`src/rtl/frame_flip_scheduler.sv`:
```
// Frame sequencer: starts a render into the back buffer, waits for done, and
// swaps back/front buffers on the next vsync rising edge. All outputs are registered.
module frame_flip_scheduler #(
  parameter int NUM_BUFFERS    = 2,
  parameter int CNT_W          = 16,
  parameter int TIMEOUT_VSYNCS = 8,
  parameter int BUF_W          = ($clog2(NUM_BUFFERS) > 0 ? $clog2(NUM_BUFFERS) : 1)
) (
  input  logic             clk,
  input  logic             resetn,
  input  logic             enable,
  input  logic             vsync,
  input  logic             render_done,
  output logic             render_start,
  output logic [BUF_W-1:0] render_buffer,
  output logic [BUF_W-1:0] display_buffer,
  output logic             flip,
  output logic             busy,
  output logic             timeout,
  output logic [CNT_W-1:0] frame_count,
  output logic [CNT_W-1:0] drop_count
);

  localparam int WD_W = (TIMEOUT_VSYNCS > 0) ? $clog2(TIMEOUT_VSYNCS + 1) : 1;
  localparam logic [WD_W-1:0]  WD_LIMIT = WD_W'(TIMEOUT_VSYNCS);
  localparam logic [BUF_W-1:0] LAST_BUF = BUF_W'(NUM_BUFFERS - 1);
  localparam logic [CNT_W-1:0] CNT_MAX  = '1;

  typedef enum logic [2:0] {
    IDLE,
    START,
    RENDER,
    WAIT_VSYNC,
    FLIP
  } state_t;

  state_t            state, state_d;
  logic              vsync_q;
  logic              vs_edge;
  logic [WD_W-1:0]   wd_cnt;
  logic              wd_hit;
  logic              start_d, flip_d, timeout_d, drop_d, wd_clr, wd_inc;

  assign vs_edge = vsync & ~vsync_q;
  assign wd_hit  = (TIMEOUT_VSYNCS != 0) && (wd_cnt == WD_LIMIT);

  // NOTE: every signal written here gets a default first so no path leaves it unassigned, which would infer a latch.
  always_comb begin
    state_d   = state;
    start_d   = 1'b0;
    flip_d    = 1'b0;
    timeout_d = 1'b0;
    drop_d    = 1'b0;
    wd_clr    = 1'b0;
    wd_inc    = 1'b0;
    case (state)
      IDLE: begin
        if (enable) state_d = START;
      end
      START: begin
        start_d = 1'b1;
        wd_clr  = 1'b1;
        state_d = RENDER;
      end
      RENDER: begin
        // Any edge while still rendering is a missed display opportunity.
        drop_d = vs_edge;
        if (render_done) begin
          state_d = WAIT_VSYNC;
        end else if (wd_hit) begin
          timeout_d = 1'b1;
          state_d   = START;
        end else if (vs_edge) begin
          wd_inc = (TIMEOUT_VSYNCS != 0);
        end
      end
      WAIT_VSYNC: begin
        if (vs_edge) begin
          flip_d  = 1'b1;
          state_d = FLIP;
        end
      end
      FLIP: begin
        state_d = enable ? START : IDLE;
      end
      default: state_d = IDLE;
    endcase
  end

  // NOTE: sequential state uses non-blocking assignments so every register samples pre-edge values.
  always_ff @(posedge clk or negedge resetn) begin
    if (!resetn) begin
      state   <= IDLE;
      vsync_q <= 1'b1;
      wd_cnt  <= '0;
    end else begin
      state   <= state_d;
      vsync_q <= vsync;
      if (wd_clr)      wd_cnt <= '0;
      else if (wd_inc) wd_cnt <= wd_cnt + 1'b1;
    end
  end

  // Pulses are registered from the decisions above, so each lands one cycle after it is taken.
  always_ff @(posedge clk or negedge resetn) begin
    if (!resetn) begin
      render_start   <= 1'b0;
      flip           <= 1'b0;
      timeout        <= 1'b0;
      busy           <= 1'b0;
      display_buffer <= '0;
      render_buffer  <= BUF_W'(1);
      frame_count    <= '0;
      drop_count     <= '0;
    end else begin
      render_start <= start_d;
      flip         <= flip_d;
      timeout      <= timeout_d;
      busy         <= (state_d != IDLE);
      if (flip_d) begin
        display_buffer <= render_buffer;
        render_buffer  <= (render_buffer == LAST_BUF) ? '0 : render_buffer + 1'b1;
        frame_count    <= frame_count + 1'b1;
      end
      if (drop_d && (drop_count != CNT_MAX)) drop_count <= drop_count + 1'b1;
    end
  end

endmodule

```
`config.mk`:
```
export PLATFORM = sky130hd
export DESIGN_NAME = frame_flip_scheduler
export DESIGN_NICKNAME = d
export VERILOG_FILES = /design/src/rtl/frame_flip_scheduler.sv
export SDC_FILE = /design/constraint.sdc
export NUM_CORES = 1
export LEC_CHECK = 0
export ABC_AREA = 1
export CORE_MARGIN = 4
export CORE_UTILIZATION = 53
export DETAILED_ROUTE_END_ITERATION = 6
export PLACE_DENSITY = 0.91
export SYNTH_ARGS = -nofsm -noshare
export SYNTH_HDL_FRONTEND = slang
export SYNTH_SLANG_ARGS = --single-unit
```
`constraint.sdc`:
```
create_clock -name clk -period 1.9 [get_ports clk]
set_input_delay 0.475 -clock clk [delete_from_list [all_inputs] [get_ports clk]]
set_output_delay 0.475 -clock clk [all_outputs]
set_load 0.1 [all_outputs]
```
==> metrics.cfg <==
[synthesis]
synth_edf_count = 0
synth_top_area_share_pct = 43.5
yosys_warnings = 0
synthFlopType = dfrtp_1
ys_seq_area_share_pct = 45.6
synth-async-reset-ratio_pct = 100
postSynthCellCount = 328
synth_top_cells_by_count = nand2_1 (117), dfrtp_1 (44), nor2_1 (39), inv_1 (28), nand3_1 (24)
synth_cell_type_count = 26
synth.area.top_cells = dfrtp_1 (44%), nand2_1 (17%), nor2_1 (5.8%), nand3_1 (4.7%), inv_1 (4.2%)
ys_ff_latch = 46
yosysMostFrequentCell = nand2_1
syn-num-nets = 337
synth_top_area_cell = dfrtp_1
synth_area_um2 = 2530
avgSynthCellArea_um2 = 7.71

[power_and_ir_drop]
power_leakage_nw = 1.62
power_density_nw_per_um2 = 1360
vdd_drop_max_v = 0.00169
total_power_mw = 4.82

[setup_path]
path_class = flip-flop to flip-flop
crit_required_ps = 2130
cp_max_fo = 13
worstRegToRegCells = 7
r2r-start = drop_count[0]
r2r_end = drop_count[4]
crit_path_start = drop_count[0]
endpoint_kind = flip-flop
r2r_setup_slack_ps = 180
cp-start-kind = flip-flop
crit_path_end = drop_count[4]
crit_arrival_ps = 1950

[sta]
tightest_slew_ps = 384
hold_ws_ps = 74.8
hold_viol_final = 0
finalCriticalPeriod_ps = 1720
finalSetupViolCount = 0
period_share_pct = 90.8
fmax_mhz = 580
rsz0062_at_grt = false
finalClockSkew_ps = 12.0
max-slew-margin-rel_pct = 74.4
final_max_slew_viol_count = 0

[detailed_routing]
vias = 2421
viasPerCell = 5.57
dr.pass1.iters = 7
drtIter0Drc = 284
ant_nets = 0
wl_mm = 6.40
remaining_drc_errors = 0
routedWlPerCell_um = 14.7

[grt]
track_usage_pct = 22.6
grt_start_max_net_pins = 32
grt_pass1_wl_mm = 11.0
antenna_found_initial = 0
first_global_vias = 2423
grt-ovfl-total = 0

[cts]
clk_path_buf_depth = 2
cts_buffers = 5
cts_hold_buffers = 0
cts_num_sinks = 46
cts-resized-gates = 0
cts.clk_slew.worst_paths_ps = 90
cts_tree = yes
clk_latency_ps = 300
clockRootBuffer = clkbuf_8
postCtsSetupRepairBufs = 0
cts_max_level = 2

[place]
gp_congestion = 0.880
hpwlAfterDp_mm = 4.85
port_buffers = 42

[cells_and_area]
nets = 391
utilization_pct = 79.3
drive_gt1_share_pct = 24.0
syn_to_final_growth_pct = 40.2
diodes = 0

[hold_path]
worstHoldPathType = primary input to asynchronous set/reset pin

[floorplanning]
die_height_um = 77.1
io_pins = 43
initial_utilization_pct = 56.5
die_w_um = 77.1
core_um2 = 4470
dieArea_um2 = 5940
rows = 24

[run_status]
status = completed

[flow_run]
cap_violations = 0

[power breakdown]
part / total [mW] / internal, mW / switching [mW]
registers: 1.59 / 1.21 / 0.381
logic: 2.63 / 0.876 / 1.75
clock network: 0.605 / 0.259 / 0.346
[critical path, cell delays in order (launching register included)]
cell and delay, ps:
dfrtp_2 460, ha_1 250, inv_1 90, nor2_4 200, nand2_4 100, o21ai_4 350
nand2_1 110, nand2_1 100
[area by class of cell]
| class | count | area [um^2] |
|---|---|---|
| Timing Repair Buffer | 50 | 868 |
| Clock buffer | 5 | 68.8 |
| Multi-Input combinational cell | 247 | 1230 |
| Tap cell | 52 | 65.1 |
| Inverter | 32 | 120 |
| Fill cell | 253 | 928 |
| Clock inverter | 3 | 21.3 |
| Sequential cell | 46 | 1170 |
[per-stage QoR]
| stage | instance area [um^2] | TNS [ps] | worst slack [ps] | std cells |
|---|---|---|---|---|
| 2_1_floorplan | 2550 | 0 | 18.9 | 328 |
| 3_3_place_gp | 3460 | 0 | 12.8 | 427 |
| 3_5_place_dp | 3460 | -380 | -64.6 | 427 |
| 4_1_cts | 3550 | 0 | 169 | 435 |
| 5_1_grt | 3550 | 0 | 34.4 | 435 |
| 6_report | 3550 | 0 | 176 | 435 |
[layer usage]
metal	vias up	part of all wire, %	GRT usage [%]
met3	13	7.0	4.45
li1	1135	-	-
met5	-	0	0
met4	0	1.7	8.36
met2	133	51	38.9
met1	1140	41	28.0
[registers in the layout (all words and copies together) (netlist names), 3 cells and up]
register     flops
frame_count     16
wd_cnt           4
state            3
drop_count      16
[how the worst min path moves through the flow]
stage                start       end  slack, ps  depth (start not counted)
finish              resetn  state[0]         70                          1
global route        resetn      busy         90                          1
CTS                 resetn  state[0]         80                          1
detailed placement  resetn  state[0]        410                          1
global placement    resetn      busy        420                          1
floorplan           resetn      busy        180                          0
[layout by cell type (no fill, tap or decap)]
master           instances
buf_2                    1
buf_4                    7
nand2_1                117
dfstp_2                  2
o21ai_4                  1
nand2_4                  1
clkbuf_8                 5
inv_1                   28
clkinvlp_4               1
o21ai_1                  8
clkinv_4                 1
nand4_1                  9
clkdlybuf4s50_1          3
xor2_1                   8
nor2_8                   1
nand3_1                 24
a21oi_1                  3
ha_1                     4
nor3b_1                  1
nand2_2                  3
nor2_4                   4
nor3_1                   2
dfrtp_1                 28
dfrtp_2                 16
clkinv_2                 1
nor2_1                  39
buf_12                  39
o21ai_0                  6
nand3_2                  2
xnor2_1                  9
nor2_2                   3
nand3b_1                 2
inv_2                    4
[logic make-up after synthesis]
logic type	Yosys count	synth area share, %
AOI/OAI and AO/OA	18	4.01
xor gates and xnor gates	17	5.89
adders and majority gates	4	1.98
buffers and inverters	35	5.84
DFF	46	45.6
and+or+nand+nor	208	36.7
(Power assumes the default switching activity.)
